`config.mk`:
```
export PLATFORM = sky130hd
export DESIGN_NAME = button_push_conditioner
export DESIGN_NICKNAME = d
export VERILOG_FILES = /design/src/rtl/button_pkg.sv /design/src/rtl/bit_synchronizer.sv /design/src/rtl/button_push_conditioner.sv
export SDC_FILE = /design/constraint.sdc
export NUM_CORES = 1
export LEC_CHECK = 0
export ABC_AREA = 1
export BUFFER_PORTS_ARGS = -buffer_cell sky130_fd_sc_hd__buf_2
export CORE_ASPECT_RATIO = 0.75
export CORE_MARGIN = 1.5
export CORE_UTILIZATION = 49
export CTS_CLUSTER_DIAMETER = 80
export CTS_CLUSTER_SIZE = 24
export DETAILED_ROUTE_END_ITERATION = 12
export PLACE_DENSITY_LB_ADDON = 0.05
export SYNTH_ARGS = -nofsm -noshare
export SYNTH_HDL_FRONTEND = slang
export SYNTH_SLANG_ARGS = --single-unit
```
`constraint.sdc`:
```
create_clock -name clk -period 5.25 [get_ports clk]
set_input_delay 0.2625 -clock clk [delete_from_list [all_inputs] [get_ports clk]]
set_output_delay 0.2625 -clock clk [all_outputs]
set_load 0.01 [all_outputs]
```
`src/rtl/button_pkg.sv`:
```
// Shared definitions for push-button conditioning and the push-driven FSMs.
//   btn_state_e             : debounce FSM state encoding
//   DEFAULT_DEBOUNCE_CYCLES : 10 ms stable time at 200 MHz
//   cnt_width()             : bits needed to hold 0..max_val, never below 1
package button_pkg;

   typedef enum logic [1:0] {
      RELEASED   = 2'd0,
      DB_PRESS   = 2'd1,
      PRESSED    = 2'd2,
      DB_RELEASE = 2'd3
   } btn_state_e;

   localparam int unsigned DEFAULT_DEBOUNCE_CYCLES = 2000000;

   function automatic int unsigned cnt_width(input int unsigned max_val);
      int unsigned w;
      w = $clog2(max_val + 1);
      return (w < 1) ? 1 : w;
   endfunction

endpackage

```
`src/rtl/bit_synchronizer.sv`:
```
// Multi-flop synchronizer for a single asynchronous bit.
//   clk, rst : system clock, synchronous active-high reset
//   d_i      : asynchronous input
//   q_o      : synchronized output, STAGES clocks of latency
module bit_synchronizer #(
   parameter int unsigned STAGES  = 2,
   parameter logic        RST_VAL = 1'b0
) (
   input  logic clk,
   input  logic rst,
   input  logic d_i,
   output logic q_o
);

   logic [STAGES-1:0] sync_q;

   // Shift chain; all flops return to the idle level on reset.
   always_ff @(posedge clk) begin
      if (rst) begin
         sync_q <= {STAGES{RST_VAL}};
      end else begin
         sync_q <= {sync_q[STAGES-2:0], d_i};
      end
   end

   assign q_o = sync_q[STAGES-1];

endmodule

```
`src/rtl/button_push_conditioner.sv`:
```
// Push-button conditioner: synchronizes, debounces and strobes a raw button.
//   clk, rst   : system clock, synchronous active-high reset
//   btn_raw    : asynchronous button pad input
//   push       : one-cycle strobe on accepted press
//   release_o  : one-cycle strobe on accepted release
//   long_press : one-cycle strobe once per press after LONG_PRESS_CYCLES held
//   btn_level  : debounced pressed level
module button_push_conditioner
   import button_pkg::*;
#(
   parameter int unsigned SYNC_STAGES       = 2,
   parameter int unsigned DEBOUNCE_CYCLES   = DEFAULT_DEBOUNCE_CYCLES,
   parameter int unsigned LONG_PRESS_CYCLES = 200000000,
   parameter bit          ACTIVE_LOW        = 1'b0
) (
   input  logic clk,
   input  logic rst,
   input  logic btn_raw,
   output logic push,
   output logic release_o,
   output logic long_press,
   output logic btn_level
);

   localparam int unsigned DEB_W   = cnt_width(DEBOUNCE_CYCLES);
   localparam int unsigned HOLD_W  = cnt_width(LONG_PRESS_CYCLES);
   localparam bit          LONG_EN = (LONG_PRESS_CYCLES != 0);
   localparam logic [DEB_W-1:0]  DEB_TERM  = DEB_W'(DEBOUNCE_CYCLES - 1);
   localparam logic [HOLD_W-1:0] HOLD_TERM =
      HOLD_W'(LONG_EN ? (LONG_PRESS_CYCLES - 1) : 0);

   btn_state_e        state_q;
   logic [DEB_W-1:0]  deb_q;
   logic [HOLD_W-1:0] hold_q;
   logic              long_done_q;
   logic              push_q;
   logic              release_q;
   logic              long_press_q;
   logic              level_q;
   logic              btn_pressed;
   logic              s;

   // Polarity is fixed before the synchronizer so its idle level is always 0.
   assign btn_pressed = btn_raw ^ ACTIVE_LOW;

   bit_synchronizer #(
      .STAGES  (SYNC_STAGES),
      .RST_VAL (1'b0)
   ) u_sync (
      .clk (clk),
      .rst (rst),
      .d_i (btn_pressed),
      .q_o (s)
   );

   // Debounce FSM; strobes default low and pulse for a single cycle.
   always_ff @(posedge clk) begin
      if (rst) begin
         state_q      <= RELEASED;
         deb_q        <= '0;
         hold_q       <= '0;
         long_done_q  <= 1'b0;
         push_q       <= 1'b0;
         release_q    <= 1'b0;
         long_press_q <= 1'b0;
         level_q      <= 1'b0;
      end else begin
         push_q       <= 1'b0;
         release_q    <= 1'b0;
         long_press_q <= 1'b0;
         unique case (state_q)
            RELEASED: begin
               if (s) begin
                  state_q <= DB_PRESS;
                  deb_q   <= '0;
               end
            end
            DB_PRESS: begin
               if (!s) begin
                  state_q <= RELEASED;
               end else if (deb_q == DEB_TERM) begin
                  state_q     <= PRESSED;
                  push_q      <= 1'b1;
                  level_q     <= 1'b1;
                  hold_q      <= '0;
                  long_done_q <= 1'b0;
               end else begin
                  deb_q <= deb_q + DEB_W'(1);
               end
            end
            PRESSED: begin
               if (!s) begin
                  state_q <= DB_RELEASE;
                  deb_q   <= '0;
               end else if (LONG_EN && !long_done_q && (hold_q == HOLD_TERM)) begin
                  long_press_q <= 1'b1;
                  long_done_q  <= 1'b1;
               end else if (LONG_EN && !long_done_q) begin
                  hold_q <= hold_q + HOLD_W'(1);
               end
            end
            DB_RELEASE: begin
               // A bounce back to pressed resumes the hold count where it stopped.
               if (s) begin
                  state_q <= PRESSED;
               end else if (deb_q == DEB_TERM) begin
                  state_q   <= RELEASED;
                  release_q <= 1'b1;
                  level_q   <= 1'b0;
               end else begin
                  deb_q <= deb_q + DEB_W'(1);
               end
            end
         endcase
      end
   end

   assign push       = push_q;
   assign release_o  = release_q;
   assign long_press = long_press_q;
   assign btn_level  = level_q;

endmodule

```
==> results of run 1 <==
sequential cells by signal (all words and copies together), names as in the netlist, named ones only:
| name | flops |
|---|---|
| hold_q | 28 |
| deb_q | 21 |
| u_sync.sync_q | 2 |
| btn_level | 1 |
| long_done_q | 1 |
| long_press | 1 |
| push | 1 |
| release_o | 1 |
| state_q | 1 |
worst max-delay path: cells and delay by family (launching register included):
kind,cells,cell delay (ps)
buf+inv,2,240
simple gates,6,1650
flops,1,370
cells in the final DEF, fill, tap and decap left out, drive strengths merged:
cell type | Yosys | routed
o21ai | 22 | 22
o21a | 1 | 1
buf | 12 | 7
nor4 | 2 | 2
xnor2 | 2 | 2
nand4 | 16 | 16
bufinv | 0 | 1
nor2 | 124 | 124
a2bb2oi | 1 | 1
a31oi | 1 | 1
xor2 | 3 | 3
nand3 | 66 | 66
and2 | 1 | 1
clkinv | 0 | 3
dfxtp | 58 | 58
o21bai | 1 | 1
inv | 76 | 76
o211ai | 1 | 1
nor3b | 2 | 2
clkbuf | 6 | 12
a21oi | 35 | 35
ha | 2 | 2
or2 | 2 | 2
nor3 | 7 | 7
nand2 | 175 | 175
where the power goes:
| group | total [mW] | switching (mW) | internal [mW] |
|---|---|---|---|
| clock | 0.444 | 0.187 | 0.257 |
| combinational | 0.0226 | 0.0174 | 0.00515 |
| sequential | 0.442 | 0.00104 | 0.441 |
cell type report:
cell class	count	area [um2]	share of cell area [%]
clock buffers	12	165	4.14
clock inverters	4	48.8	1.22
inverters	76	285	7.14
multi-input cells	464	2170	54.3
flip-flops and latches	58	1160	29.1
well taps	101	126	3.16
repair buffers	7	37.5	0.940
through the flow:
| step | total power [mW] | setup WS, ps | hold slack (ps) | area (um2) | utilization [%] |
|---|---|---|---|---|---|
| 3_5_place_dp | 0.474 | 2930 | 399 | 3780 | 51.3 |
| 2_1_floorplan | 0.469 | 3590 | 369 | 3730 | - |
| 6_report | 0.909 | 2900 | 119 | 3990 | 54.2 |
| 3_3_place_gp | 0.474 | 2990 | 403 | 3780 | 51.3 |
| 4_1_cts | 0.919 | 2910 | 112 | 3990 | 54.2 |
| 5_1_grt | 0.933 | 2630 | 136 | 3990 | 54.2 |
layer usage:
layer  up-vias  share of wire (%)  global-route usage [%]
met5         -                  0                       0
met4         0               0.89                    6.81
met3         7                8.4                    5.40
met2       146                 38                    32.4
met1      1665                 53                    38.0
li1       1954                  -                       -
path summary, 6_finish.rpt:
check	depth (start not counted)	slack (ps)	to	startpoint
setup / recovery	8	2900	hold_q[4]	flop
setup reg to reg	8	2900	hold_q[4]	flop
hold / removal	3	120	u_sync.sync_q[0]	btn_raw
hold reg to reg	2	410	u_sync.sync_q[1]	u_sync.sync_q[0]
cells by family after synthesis:
| logic type | after synthesis | share of synthesized area [%] |
|---|---|---|
| buffers and inverters | 94 | 10.7 |
| DFF | 58 | 31.1 |
| AOI/OAI and AO/OA | 62 | 9.56 |
| xor gates and xnor gates | 5 | 1.17 |
| adders and majority gates | 2 | 0.671 |
| and+or+nand+nor | 395 | 46.7 |
==> results.cfg, run 1 <==
[placed_design]
place_inst = 706
post-dp-hpwl_mm = 6.68
numPortBuffers = 6
gp_congestion = 0.870

[critical_path]
start_kind = flop
required_ps = 5530
worst_setup_path_end_kind = flop
crit_top_cell = nor2_1
crit_type = flop to flop
crit_chain = inv_1 -> nor2_1 -> nand2_1 -> nand2_8 -> nand2_8 -> inv_2 -> nor2_1 -> nor2_1
critPathArrivalTime_ps = 2620
critPathMaxStageDelay_ps = 700
path_max_fanout = 27
cp_slowest_cell = nor2_1

[synth]
synthFlopType = dfxtp_1
netlist.area_leader.share_pct = 31.1
netlist_area_mm2 = 0.00373
yosysTopAreaCell = dfxtp_1
synth_cell_types = 37
netlist_instances = 616
synth-seq-area-share_pct = 31.1
synth_common_cells = nand2_1 (163), nor2_1 (118), inv_1 (70)
synth-async-reset-ratio_pct = 0
avgSynthCellArea_um2 = 6.06
yosysMostFrequentCell = nand2_1
synth_area_leaders = dfxtp_1 (31%), nand2_1 (16%), nor2_1 (12%), nand3_1 (8.7%), inv_1 (7.0%)
synth-edff-count = 0
synth_seq_cells = 58
ys_warn_count = 0
syn_nets = 621

[final_layout]
antennaDiodeCount = 0
instances_no_fill = 722
drive_gt1_share_pct = 9.34
syn_to_final_growth_pct = 7.04
nets = 621
fill_cells = 753

[sta]
setup_violations = 0
rsz0062_at_grt = no
min_period_over_period_pct = 44.7
worstMarginPinSlew_ps = 935
hold_viol = 0
fmax_mhz = 426
fin_crit_ps = 2350
maxSlewHeadroom_pct = 37.7
finalSetupTns_ps = 0
skew_ps = 9.21
finalMaxSlewViolations = 0

[die]
io_pins = 7
die-area_mm2 = 0.00815
start_util_pct = 50.7
rows = 27
fp.dieW_um = 104
die_h_um = 78.6
core_mm2 = 0.00736

[cts]
clk_pin_slew_ps = 70
cts_root_buf = clkbuf_8
ctsResizeCount = 0
holdBufCountCts = 0
htree_levels = 3
clkLatencyLatePin_ps = 350
cts_tree = built
post-cts-setup-buffers = 0
clock_path_buffers = 2
clock_sinks = 58
numCtsBuffers = 9

[flow_run]
maxCapViolations = 0

[detailed_routing]
drtIter0Drc = 256
routed_wl_mm = 9.13
ant_nets = 0
avgViaCountPerCell = 5.22
drc_errors = 0
avgRoutedWirePerCell_um = 12.6
vias = 3772
drt-pass1-iter-count = 5

[run_status]
status = finished clean

[global_route]
grt_max_degree = 28
grt_antenna_before_repair = 0
grt_pass1_vias = 3285
grt_overflow = 0
grt_first_pass_wirelength_mm = 15.8
grt_usage_pct = 24.3

[power_and_ir_drop]
peakVddDrop_mv = 0.0996
leakage_nw = 1.46
p_per_area_mw_per_mm2 = 227

[hold_path]
min_path_type = primary input to flop
No activity file was read; power rests on OpenSTA's default activity.
==> run 2, diff against run 1 <==
==> constraint.sdc (replaced) <==
create_clock -name clk -period 2.3 [get_ports clk]
set_input_delay 0.115 -clock clk [delete_from_list [all_inputs] [get_ports clk]]
set_output_delay 0.115 -clock clk [all_outputs]
set_load 0.01 [all_outputs]
==> results.cfg, run 2 (same netlist as run 1, synthesis figures left out) <==
[cts]
clkLatencyLatePin_ps = 340
clock_sinks = 58
post-cts-setup-buffers = 0
clk_pin_slew_ps = 80
htree_levels = 3
cts_root_buf = clkbuf_8
cts_tree = built
numCtsBuffers = 9
clock_path_buffers = 2

[critical_path]
start_kind = flop
worst_setup_path_end_kind = flop
crit_chain = ha_1 -> nand3_1 -> inv_2 -> nand2_2 -> nor2_4 -> nand3_4 -> nand2_8 -> nand2_8 -> inv_2 -> nor2_1 -> nor2_1
r2r_start = deb_q[0]
crit_type = flop to flop
critPathArrivalTime_ps = 2310
critPathMaxStageDelay_ps = 410
required_ps = 2580
path_max_fanout = 27
crit_start = deb_q[0]
cp_slowest_cell = dfxtp_1

[detailed_routing]
drt-pass1-iter-count = 5
drtIter0Drc = 283
route.met2.wl_mm = 3.67
top_layer = met4
avgRoutedWirePerCell_um = 13.1
drc_errors = 0
met3WireLength_um = 631
vias = 3811
ant_nets = 0
met1Wirelength_mm = 5.21
avgViaCountPerCell = 5.21
routed_wl_mm = 9.57

[final_layout]
reg_top3 = hold_q (28), deb_q (21), u_sync.sync_q (2)
syn_to_final_growth_pct = 9.02
mostFrequentLayoutCell = nand2_1
drive_gt1_share_pct = 10.6
largest_reg_flops = 28
regMostFlops = hold_q
nets = 630
final_cell_mix = nand2_1 (163), nor2_1 (118), inv_1 (70), nand3_1 (65), dfxtp_1 (58)
antennaDiodeCount = 0

[placed_design]
gp_congestion = 0.889
post-dp-hpwl_mm = 6.92
numPortBuffers = 6

[sta]
finalSetupTns_ps = 0
hold_slack_ps = 170
worstMarginPinSlew_ps = 581
rsz0062_at_grt = no
min_period_over_period_pct = 88.3
fmax_mhz = 492
maxSlewHeadroom_pct = 61.2
skew_ps = 14.1
setup_violations = 0
fin_crit_ps = 2030
hold_viol = 0
finalMaxSlewViolations = 0

[flow_run]
maxCapViolations = 0

[power_and_ir_drop]
leakage_nw = 1.51
total_power_mw = 2.09
peakVddDrop_mv = 0.237
p_per_area_mw_per_mm2 = 514

[global_route]
grt_overflow = 0
grt_pass1_vias = 3374
grt_antenna_before_repair = 0
grt_max_degree = 28
grt_first_pass_wirelength_mm = 16.3
grt_usage_pct = 25.3

[hold_path]
worstHoldStart = rst
min_path_type = primary input to flop

[die]
io_pins = 7
fp.dieW_um = 104
die-area_mm2 = 0.00815
rows = 27
start_util_pct = 50.7
core_mm2 = 0.00736
die_h_um = 78.6

[run_status]
status = finished clean
## run 2: changes by cell type in the layout (fill, tap and decap cells not counted)
cell           previous run  this run
a21oi_1                  26        25
a21oi_2                   9        10
buf_4                     1         9
dlygate4sd3_1             0         1
## run 2: worst paths after layout
path                                    endpoint  slack, ps  depth (start not counted)
worst min-delay path                   deb_q[11]        170                          4
worst max register to register         hold_q[2]        270                         11
worst min register to register  u_sync.sync_q[1]        430                          2
worst max-delay path                   hold_q[2]        270                         11
## run 2: worst max-delay path: cells and delay by family (launching register included)
family | cells | cell delay (ps)
and+or+nand+nor | 8 | 1080
DFF | 1 | 410
buffers and inverters | 2 | 250
adders and majority gates | 1 | 220
## run 2: area by class of cell
class / instances / area [um2]
clock buffers: 12 / 165
clock inverters: 4 / 48.8
fillers: 785 / 3300
inverters: 76 / 285
multi-input cells: 464 / 2170
flip-flops and latches: 58 / 1160
well taps: 101 / 126
repair buffers: 16 / 108
## run 2: per-layer routing
metal,track usage (%),vias up
met2,35.6,119
li1,-,1977
met4,6.67,0
met5,0,-
met3,4.98,6
met1,38.5,1709
## run 2: what timing repair did
item	4_1_cts	5_1_grt
hold endpoints to repair	1	0
gates resized for setup	0	1
hold buffers	1	0
setup endpoints to repair	0	3
## run 2: metrics by stage
step	cell area [um2]	std cells	worst slack [ps]	utilization [%]
global placement	3840	714	224	52.1
CTS	4060	731	90.5	55.2
detailed placement	3840	714	152	52.1
global route	4070	731	28.1	55.2
finish	4070	731	269	55.2
floorplan	3730	616	639	-
## run 2: power breakdown
part           switching, mW  internal (mW)  leakage, nW  total [mW]
Clock                  0.435          0.587        0.112        1.02
Combinational         0.0434         0.0159        0.928      0.0593
Sequential           0.00185           1.01        0.467        1.01
Total                  0.481           1.61         1.51        2.09
